### config.mk
export PLATFORM = sky130hd
export DESIGN_NAME = cache_mem_arbiter_flat
export DESIGN_NICKNAME = d
export VERILOG_FILES = /design/src/rtl/cache_mem_arbiter_if.sv /design/src/rtl/cache_mem_arbiter.sv /design/src/flat_wrapper.sv
export SDC_FILE = /design/constraint.sdc
export NUM_CORES = 1
export LEC_CHECK = 0
export CORE_AREA = 2 2 329 331
export CTS_BUF_LIST = sky130_fd_sc_hd__clkbuf_4 sky130_fd_sc_hd__clkbuf_8
export DETAILED_ROUTE_END_ITERATION = 12
export DIE_AREA = 0 0 331 333
export SYNTH_ARGS = -nofsm -noshare
export SYNTH_HDL_FRONTEND = slang
export SYNTH_SLANG_ARGS = --single-unit
export TNS_END_PERCENT = 10
### constraint.sdc
create_clock -name clk_i -period 3.9 [get_ports clk_i]
set_input_delay 0.39 -clock clk_i [delete_from_list [all_inputs] [get_ports clk_i]]
set_output_delay 0.39 -clock clk_i [all_outputs]
set_load 0.01 [all_outputs]
### src/rtl/cache_mem_arbiter_if.sv
// rtl/cache_mem_arbiter_if.sv - bus bundle between both cache controllers, the arbiter and main memory
interface cache_mem_arbiter_if #(
  parameter int ADDR_W = 32,
  parameter int LINE_W = 128
);
  // requester side: port 0 is the instruction cache, port 1 the data cache
  logic              req0_valid_i;
  logic              req0_rw_i;
  logic [ADDR_W-1:0] req0_addr_i;
  logic [LINE_W-1:0] req0_data_i;
  logic              req1_valid_i;
  logic              req1_rw_i;
  logic [ADDR_W-1:0] req1_addr_i;
  logic [LINE_W-1:0] req1_data_i;
  logic              rsp0_ready_o;
  logic              rsp1_ready_o;
  logic [LINE_W-1:0] rsp_data_o;

  // memory side
  logic              mem_valid_o;
  logic              mem_rw_o;
  logic [ADDR_W-1:0] mem_addr_o;
  logic [LINE_W-1:0] mem_data_o;
  logic              mem_ready_i;
  logic [LINE_W-1:0] mem_data_i;

  // the arbiter owns the memory port, so it is the master
  modport master (
    input  req0_valid_i, req0_rw_i, req0_addr_i, req0_data_i,
    input  req1_valid_i, req1_rw_i, req1_addr_i, req1_data_i,
    input  mem_ready_i, mem_data_i,
    output rsp0_ready_o, rsp1_ready_o, rsp_data_o,
    output mem_valid_o, mem_rw_o, mem_addr_o, mem_data_o
  );

  // requesters and memory model together form the slave side
  modport slave (
    output req0_valid_i, req0_rw_i, req0_addr_i, req0_data_i,
    output req1_valid_i, req1_rw_i, req1_addr_i, req1_data_i,
    output mem_ready_i, mem_data_i,
    input  rsp0_ready_o, rsp1_ready_o, rsp_data_o,
    input  mem_valid_o, mem_rw_o, mem_addr_o, mem_data_o
  );
endinterface

### src/rtl/cache_mem_arbiter.sv
// rtl/cache_mem_arbiter.sv - round-robin arbiter sharing the memory port between icache and dcache
module cache_mem_arbiter #(
  parameter int ADDR_W = 32,
  parameter int LINE_W = 128
) (
  input  logic                clk_i,
  input  logic                rst_i,
  cache_mem_arbiter_if.master bus,
  output logic [31:0]         grant_cnt0_o,
  output logic [31:0]         grant_cnt1_o,
  output logic [31:0]         conflict_cnt_o
);

  typedef enum logic [2:0] {
    IDLE   = 3'd0,
    GRANT0 = 3'd1,
    GRANT1 = 3'd2,
    HOLD0  = 3'd3,
    HOLD1  = 3'd4
  } state_t;

  state_t      state_q;
  logic        last_q;
  logic [31:0] grant_cnt0_q;
  logic [31:0] grant_cnt1_q;
  logic [31:0] conflict_cnt_q;

  logic v0;
  logic v1;
  logic both_valid;
  logic any_valid;
  logic arb_winner;

  assign v0         = bus.req0_valid_i;
  assign v1         = bus.req1_valid_i;
  assign both_valid = v0 & v1;
  assign any_valid  = v0 | v1;
  // a lone requester wins outright; on a tie the port not served last wins
  assign arb_winner = both_valid ? ~last_q : v1;

  logic              mem_valid_d;
  logic              mem_rw_d;
  logic [ADDR_W-1:0] mem_addr_d;
  logic [LINE_W-1:0] mem_data_d;
  logic              rsp0_d;
  logic              rsp1_d;
  logic [LINE_W-1:0] rsp_data_d;

  // Route the granted port to memory; everything is quiet outside a grant state
  always_comb begin
    mem_valid_d = 1'b0;
    mem_rw_d    = 1'b0;
    mem_addr_d  = '0;
    mem_data_d  = '0;
    rsp0_d      = 1'b0;
    rsp1_d      = 1'b0;
    rsp_data_d  = '0;
    unique case (state_q)
      GRANT0: begin
        mem_valid_d = v0;
        mem_rw_d    = bus.req0_rw_i;
        mem_addr_d  = bus.req0_addr_i;
        mem_data_d  = bus.req0_data_i;
        // a completion arriving in the abort cycle is not reported
        rsp0_d      = bus.mem_ready_i & v0;
        rsp_data_d  = bus.mem_data_i;
      end
      GRANT1: begin
        mem_valid_d = v1;
        mem_rw_d    = bus.req1_rw_i;
        mem_addr_d  = bus.req1_addr_i;
        mem_data_d  = bus.req1_data_i;
        rsp1_d      = bus.mem_ready_i & v1;
        rsp_data_d  = bus.mem_data_i;
      end
      default: ;
    endcase
  end

  assign bus.mem_valid_o  = mem_valid_d;
  assign bus.mem_rw_o     = mem_rw_d;
  assign bus.mem_addr_o   = mem_addr_d;
  assign bus.mem_data_o   = mem_data_d;
  assign bus.rsp0_ready_o = rsp0_d;
  assign bus.rsp1_ready_o = rsp1_d;
  assign bus.rsp_data_o   = rsp_data_d;

  assign grant_cnt0_o   = grant_cnt0_q;
  assign grant_cnt1_o   = grant_cnt1_q;
  assign conflict_cnt_o = conflict_cnt_q;

  // Arbitration state machine with performance counters
  always_ff @(posedge clk_i) begin
    if (rst_i) begin
      state_q        <= IDLE;
      last_q         <= 1'b1;
      grant_cnt0_q   <= '0;
      grant_cnt1_q   <= '0;
      conflict_cnt_q <= '0;
    end else if (state_q == GRANT0) begin
      if (!v0) begin
        state_q <= IDLE;
      end else if (bus.mem_ready_i) begin
        // a write-back is usually followed by an allocate; keep the port for it
        state_q <= bus.req0_rw_i ? HOLD0 : IDLE;
      end
    end else if (state_q == GRANT1) begin
      if (!v1) begin
        state_q <= IDLE;
      end else if (bus.mem_ready_i) begin
        state_q <= bus.req1_rw_i ? HOLD1 : IDLE;
      end
    end else if (state_q == HOLD0 && v0) begin
      // locked re-grant: counts as a grant but never as a conflict
      state_q      <= GRANT0;
      last_q       <= 1'b0;
      grant_cnt0_q <= grant_cnt0_q + 32'd1;
    end else if (state_q == HOLD1 && v1) begin
      state_q      <= GRANT1;
      last_q       <= 1'b1;
      grant_cnt1_q <= grant_cnt1_q + 32'd1;
    end else if (any_valid) begin
      // IDLE, or a hold whose owner did not come back
      state_q <= arb_winner ? GRANT1 : GRANT0;
      last_q  <= arb_winner;
      if (arb_winner) begin
        grant_cnt1_q <= grant_cnt1_q + 32'd1;
      end else begin
        grant_cnt0_q <= grant_cnt0_q + 32'd1;
      end
      if (both_valid) begin
        conflict_cnt_q <= conflict_cnt_q + 32'd1;
      end
    end else begin
      state_q <= IDLE;
    end
  end

endmodule

### src/flat_wrapper.sv
// flat-port wrapper written by rule: the top's interface ports become plain ports
module cache_mem_arbiter_flat 
#(
  parameter int ADDR_W = 32,
  parameter int LINE_W = 128
)
  (clk_i, rst_i, grant_cnt0_o, grant_cnt1_o, conflict_cnt_o, bus_req0_valid_i, bus_req0_rw_i, bus_req0_addr_i, bus_req0_data_i, bus_req1_valid_i, bus_req1_rw_i, bus_req1_addr_i, bus_req1_data_i, bus_mem_ready_i, bus_mem_data_i, bus_rsp0_ready_o, bus_rsp1_ready_o, bus_rsp_data_o, bus_mem_valid_o, bus_mem_rw_o, bus_mem_addr_o, bus_mem_data_o);
  cache_mem_arbiter_if #(.ADDR_W(ADDR_W), .LINE_W(LINE_W)) bus_i ();
  input  logic clk_i;
  input  logic rst_i;
  output logic [31:0] grant_cnt0_o;
  output logic [31:0] grant_cnt1_o;
  output logic [31:0] conflict_cnt_o;
  input wire logic [$bits(bus_i.req0_valid_i)-1:0] bus_req0_valid_i;
  input wire logic [$bits(bus_i.req0_rw_i)-1:0] bus_req0_rw_i;
  input wire logic [$bits(bus_i.req0_addr_i)-1:0] bus_req0_addr_i;
  input wire logic [$bits(bus_i.req0_data_i)-1:0] bus_req0_data_i;
  input wire logic [$bits(bus_i.req1_valid_i)-1:0] bus_req1_valid_i;
  input wire logic [$bits(bus_i.req1_rw_i)-1:0] bus_req1_rw_i;
  input wire logic [$bits(bus_i.req1_addr_i)-1:0] bus_req1_addr_i;
  input wire logic [$bits(bus_i.req1_data_i)-1:0] bus_req1_data_i;
  input wire logic [$bits(bus_i.mem_ready_i)-1:0] bus_mem_ready_i;
  input wire logic [$bits(bus_i.mem_data_i)-1:0] bus_mem_data_i;
  output wire logic [$bits(bus_i.rsp0_ready_o)-1:0] bus_rsp0_ready_o;
  output wire logic [$bits(bus_i.rsp1_ready_o)-1:0] bus_rsp1_ready_o;
  output wire logic [$bits(bus_i.rsp_data_o)-1:0] bus_rsp_data_o;
  output wire logic [$bits(bus_i.mem_valid_o)-1:0] bus_mem_valid_o;
  output wire logic [$bits(bus_i.mem_rw_o)-1:0] bus_mem_rw_o;
  output wire logic [$bits(bus_i.mem_addr_o)-1:0] bus_mem_addr_o;
  output wire logic [$bits(bus_i.mem_data_o)-1:0] bus_mem_data_o;
  assign bus_i.req0_valid_i = bus_req0_valid_i;
  assign bus_i.req0_rw_i = bus_req0_rw_i;
  assign bus_i.req0_addr_i = bus_req0_addr_i;
  assign bus_i.req0_data_i = bus_req0_data_i;
  assign bus_i.req1_valid_i = bus_req1_valid_i;
  assign bus_i.req1_rw_i = bus_req1_rw_i;
  assign bus_i.req1_addr_i = bus_req1_addr_i;
  assign bus_i.req1_data_i = bus_req1_data_i;
  assign bus_i.mem_ready_i = bus_mem_ready_i;
  assign bus_i.mem_data_i = bus_mem_data_i;
  assign bus_rsp0_ready_o = bus_i.rsp0_ready_o;
  assign bus_rsp1_ready_o = bus_i.rsp1_ready_o;
  assign bus_rsp_data_o = bus_i.rsp_data_o;
  assign bus_mem_valid_o = bus_i.mem_valid_o;
  assign bus_mem_rw_o = bus_i.mem_rw_o;
  assign bus_mem_addr_o = bus_i.mem_addr_o;
  assign bus_mem_data_o = bus_i.mem_data_o;
  cache_mem_arbiter #(.ADDR_W(ADDR_W), .LINE_W(LINE_W)) u_core (.clk_i(clk_i), .rst_i(rst_i), .bus(bus_i), .grant_cnt0_o(grant_cnt0_o), .grant_cnt1_o(grant_cnt1_o), .conflict_cnt_o(conflict_cnt_o));
endmodule
==> reports/metrics.yaml, run 1 <==
floorplan:
  core_area_um2: 107000
  io_pins: 843
  die_h_um: 333
  std_cell_rows: 120
  initial_core_util: 0.0726
  dieArea_um2: 110000
  fp.dieW_um: 331
pwr:
  p_total_mw: 4.25
  vdd_drop_max_mv: 0.134
  power.leakage_nw: 5.89
  p_per_area_nw_per_um2: 234
setup_path:
  timing.critical_path.cells: "xnor2_1, nor2_4, buf_12, and2_1, clkdlybuf4s50_1"
  setup.worst_path.start_class: "flop"
  path_class: "reg2out"
  crit_path_start: "u_core.state_q[0]"
  critPathTopFamily: "buffers and inverters"
  path_max_fanout: 82
  reg2reg_from: "u_core.state_q[2]"
  cpMaxStageDelayCell: "dfxtp_1"
  cp_data_arrival_time_ps: 3140
  critPathRequiredTime_ps: 3510
  worst-path-buf-inv: 2
  cp-end-kind: "primary output"
  cpPeakStageDelay_ps: 620
timing:
  tightest_slew_ps: 1190
  setup_viol: 0
  fin_crit_ps: 3530
  hold_viol: 0
  fin_worst_skew_ps: 23.4
  post-route-period-util: 0.905
  slew_violations: 0
  fmax_ghz: 0.283
  rsz0062_at_grt: "false"
  finalSetupTns_ps: 0
  slew_headroom: 0.199
route:
  initialDrtViolationCount: 978
  routed_wl_um: 114000
  dr.pass1.iters: 5
  viasPerCell: 3.93
  post_drt_wl_per_cell_um: 35.8
  drc: 0
  via_count: 12500
  ant_nets: 0
place:
  hpwl_um: 104000
  place_congestion: 0.909
  dpl_cell_area_um2: 17800
  portBuffers: 842
clock_tree:
  clkTransAtPathRegs_ps: 140
  cts_max_path_buffers: 2
  cts_made_buffers: 9
  cts_sinks: 100
  htree_levels: 3
  worstSkewPairLatency_ps: 420
  cts_tree: "done"
  cts-root-buf: "clkbuf_8"
  ctsHoldBuffers: 0
  postCtsSetupBuffers: 0
  ctsResizeCount: 0
synth:
  synthCells: 978
  yosysWarnings: 0
  syn-cell-area_um2: 7740
  ys_seq_area_frac: 0.259
  synth_fp_nets: 1436
  synth_top_area_share: 0.259
  avgSynthCellArea_um2: 7.92
  synth_commonest_cells: "a22o_1, and2_1, dfxtp_1"
  synth_top_cells_by_area: "dfxtp_1, a22o_1, and2_1, mux2_2, clkbuf_1"
  synthDistinctLibCells: 47
  yosysTopAreaCell: "dfxtp_1"
  async_reset_ff_frac: 0
  yosysMostFrequentCell: "a22o_1"
  synth_top_flop_cell: "dfxtp_1"
  synth_seq_cells: 100
  synth_enable_flop_cells: 0
global_route:
  grt_max_degree: 83
  grt_pass1_wl_um: 138000
  first_global_vias: 11200
  grt_usage: 0.199
  antenna_found_initial: 219
  overflow: 0
hold_path:
  hp-start: "rst_i"
  hp-class: "in2reg"
finish:
  syn_to_final_growth_pct: 134
  drive_above_1_share: 0.0489
  fin_area_um2: 18100
  fin_util: 0.170
  layout.nets: 2212
job:
  drv_cap: 0
run_status:
  status: "completed"
[final timing paths]
kind / cells after the start / end / slack, ps
hold / removal: 2 / u_core.conflict_cnt_o[0] / 460
setup / recovery: 5 / bus_rsp_data_o[44] / 370
hold reg to reg: 2 / u_core.grant_cnt0_o[5] / 510
setup reg to reg: 4 / u_core.conflict_cnt_o[19] / 1140
[cell families after synthesis]
group | after synthesis | share of synthesized area
buffers and inverters | 113 | 0.0556
AND/OR/NAND/NOR | 424 | 0.329
XOR/XNOR | 5 | 0.00566
multiplexers | 34 | 0.0493
AO/OA/AOI/OAI | 299 | 0.297
adder cells (fa/ha/maj) | 3 | 0.00485
flip-flops | 100 | 0.259
[sequential cells by signal, summed over array words and instances (netlist names)]
| name | cells |
|---|---|
| u_core.state_q | 3 |
| u_core.grant_cnt1_o | 32 |
| u_core.conflict_cnt_o | 32 |
| u_core.last_q | 1 |
| u_core.grant_cnt0_o | 32 |
[layout make-up]
cell class                 count  area, um2
fill                       12000      88500
timing repair buffer         863       8680
multi-input combinational    765       5360
sequential                   100       2000
tap                         1403       1760
clock buffer                   9        124
clock inverter                 7       91.3
antenna                       29       72.6
inverter                      15       56.3
[per-layer routing]
| layer | part of all wire | up-vias | GRT usage |
|---|---|---|---|
| met5 | 0.0098 | - | 0 |
| met4 | 0.017 | 174 | 0.0242 |
| met3 | 0.18 | 338 | 0.179 |
| met2 | 0.43 | 851 | 0.307 |
| met1 | 0.36 | 5832 | 0.204 |
| li1 | - | 5336 | - |
[cells in the final DEF, fill, tap and decap left out, drive strengths merged, types with 4 or more instances in the layout]
cell             n
diode           29
inv             17
o311ai           4
o31ai           42
clkinv           5
nand4           28
clkdlybuf4s50  839
nor2            40
mux2            33
a22o           161
nand2           31
buf             24
and2           134
nor2b           35
or4             41
or2              6
or3             15
o41ai            4
nand3           27
nor4            28
dfxtp          100
clkbuf           9
o21ai           14
xnor2            4
and4            13
a21oi           56
and3            11
[worst register-to-register path, delay by kind of cell, from the launching register on]
family	cells	cell delay, ps
and+or+nand+nor	2	1230
AOI/OAI and AO/OA	2	960
DFF	1	520
[stage by stage]
step / hold slack (ps) / cells / setup WS [ps]
5_1_grt: 462 / 3173 / 141
6_report: 463 / 3191 / 372
3_3_place_gp: 475 / 3146 / 826
2_1_floorplan: 504 / 978 / 1680
4_1_cts: 420 / 3162 / 307
3_5_place_dp: 488 / 3146 / 773
[power breakdown]
group | internal (mW) | switching, mW | leakage (nW) | total, mW
Combinational | 1.33 | 1.12 | 4.98 | 2.45
Sequential | 1.03 | 0.0191 | 0.806 | 1.05
Clock | 0.260 | 0.494 | 0.106 | 0.754
Note: power is estimated with default switching activity, not from simulation.
==> run 2, diff against run 1 <==
- ABC_AREA: unset -> 1
- CORE_AREA: 2 2 329 331 -> 2 2 330 332
- DIE_AREA: 0 0 331 333 -> 0 0 332 334
==> reports/metrics.yaml, run 2 <==
timing:
  slew_headroom: 0.448
  slew_violations: 0
  final.setup.worst_slack_ps: 681
  fin_worst_skew_ps: 12.0
  finalSetupTns_ps: 0
  hold_viol: 0
  setup_viol: 0
  hold_ws_ps: 493
  fmax_ghz: 0.311
  rsz0062_at_grt: "false"
  tightest_slew_ps: 827
  fin_crit_ps: 3220
  post-route-period-util: 0.825
setup_path:
  reg2reg_from: "u_core.state_q[0]"
  regToRegEndpoint: "u_core.grant_cnt1_o[18]"
  r2r_slack_ps: 1630
  reg2reg_depth: 9
  cp_data_arrival_time_ps: 2830
  cp-end-kind: "primary output"
  setup.worst_path.start_class: "flop"
  path_max_fanout: 48
  critPathRequiredTime_ps: 3510
  path_class: "reg2out"
finish:
  most-common-layout-cells: "clkdlybuf4s50_1, nand2_1, nor2_1"
  final_common_cell: "clkdlybuf4s50_1"
  layout.nets: 2738
  fin_util: 0.175
  stdcell_count: 3715
  multi_input_area_um2: 5330
  syn_to_final_growth_pct: 121
  fin_area_um2: 18900
  drive_above_1_share: 0.0236
  n_fill_cell: 12300
  seq_area_um2: 2000
route:
  dr.pass1.iters: 5
  drc: 0
  via_count: 13300
  ant_nets: 0
  initialDrtViolationCount: 947
  routed_wl_um: 90300
  post_drt_wl_per_cell_um: 24.3
  viasPerCell: 3.57
floorplan:
  dieArea_um2: 111000
  die_h_um: 334
  fp.dieW_um: 332
  core_area_um2: 108000
  io_pins: 843
  initial_core_util: 0.0792
  std_cell_rows: 121
synth:
  syn-cell-area_um2: 8540
  synth_seq_cells: 100
  yosysTopAreaCell: "dfxtp_1"
  synth_top_area_share: 0.234
  async_reset_ff_frac: 0
  synth_commonest_cells: "nand2_1, nor2_1, inv_1"
  ys_seq_area_frac: 0.234
  synth_enable_flop_cells: 0
  synth_top_flop_cell: "dfxtp_1"
  synth_top_cells_by_area: "dfxtp_1, a22o_1, nand2_1, nor2_1, inv_1"
  yosysMostFrequentCell: "nand2_1"
  avgSynthCellArea_um2: 5.78
  synthDistinctLibCells: 32
  synthCells: 1478
  yosysWarnings: 0
  synth_fp_nets: 1936
clock_tree:
  cts_made_buffers: 9
  postCtsSetupBuffers: 0
  ctsResizeCount: 0
  htree_levels: 3
  cts_max_path_buffers: 2
  cts_sinks: 100
  worstSkewPairLatency_ps: 400
  cts-root-buf: "clkbuf_8"
  clkTransAtPathRegs_ps: 100
  cts_tree: "done"
  ctsHoldBuffers: 0
global_route:
  top_usage_layer: "met2"
  grt_max_degree: 66
  grt_pass1_wl_um: 116000
  overflow: 0
  met2_usage: 0.282
  grt_usage: 0.155
  use_met1: 0.164
  met3_usage: 0.0567
  antenna_found_initial: 56
  first_global_vias: 12800
pwr:
  vdd_drop_max_mv: 0.149
  p_per_area_nw_per_um2: 248
  p_total_mw: 4.68
  power.leakage_nw: 6.89
hold_path:
  hp-class: "reg2reg"
  whs_path_depth: 2
  worstHoldEndpoint: "u_core.last_q"
  hp-start: "u_core.last_q"
place:
  hpwl_um: 80700
  dp_cells: 3683
  place_congestion: 0.916
  post-place-ws_ps: 1120
  portBuffers: 842
  dpl_cell_area_um2: 18600
run_status:
  status: "completed"
job:
  drv_cap: 0
-- run 2: cell count changes after synthesis, sizes merged, moves of 33 or more --
cell,previous run,this run
nor2b,35,0
clkbuf,93,30
nand2,31,360
nor2,40,338
mux2,33,0
or4,41,0
nand3,27,61
o31ai,42,0
inv,15,229
and2,134,1
buf,5,41
-- run 2: cells by family after synthesis --
kind of cell | count (synthesis) | share of synthesized area
and+or+nand+nor | 795 | 0.376
buffers and inverters | 300 | 0.141
adders and majority gates | 3 | 0.00440
xor gates and xnor gates | 17 | 0.0174
DFF | 100 | 0.234
AOI/OAI and AO/OA | 263 | 0.227
-- run 2: cell type report --
cell class,count,share of cell area
timing repair buffer,862,0.457
antenna,16,0.00212
multi-input combinational,1078,0.283
tap,1414,0.0938
clock inverter,4,0.00371
clock buffer,12,0.00875
inverter,229,0.0464
sequential,100,0.106
-- run 2: power breakdown --
group	total (mW)	switching (mW)	leakage, nW	internal (mW)
sequential	1.05	0.0175	0.807	1.04
combinational	2.82	1.39	5.96	1.43
clock	0.811	0.399	0.122	0.412
-- run 2: metal layers --
layer  share of wire  wire, um  vias to the layer above
li1                -         -                     6344
met1            0.37     33100                     6031
met2            0.50     45200                      707
met3           0.095      8550                      132
met4           0.036      3210                       48
met5          0.0033       301                        -
-- run 2: critical path: stages, from the launching register on --
cell and delay [ps]:
dfxtp_1 350, nor2_1 90, nand2_1 180, inv_6 340, buf_4 530, a22o_1 250
clkdlybuf4s50_1 560
-- run 2: worst max-delay path by stage --
| stage | from | end | slack (ps) | depth (start not counted) |
|---|---|---|---|---|
| after floorplan | u_core.state_q[0] | bus_mem_data_o[103] | 2190 | 6 |
| after global placement | u_core.state_q[0] | bus_mem_data_o[65] | 1120 | 6 |
| after detailed placement | u_core.state_q[1] | bus_mem_addr_o[5] | 1120 | 6 |
| after CTS | u_core.state_q[0] | bus_mem_data_o[81] | 660 | 6 |
| after global routing | u_core.state_q[0] | bus_mem_data_o[114] | 490 | 6 |
| final | u_core.state_q[0] | bus_mem_data_o[49] | 680 | 6 |
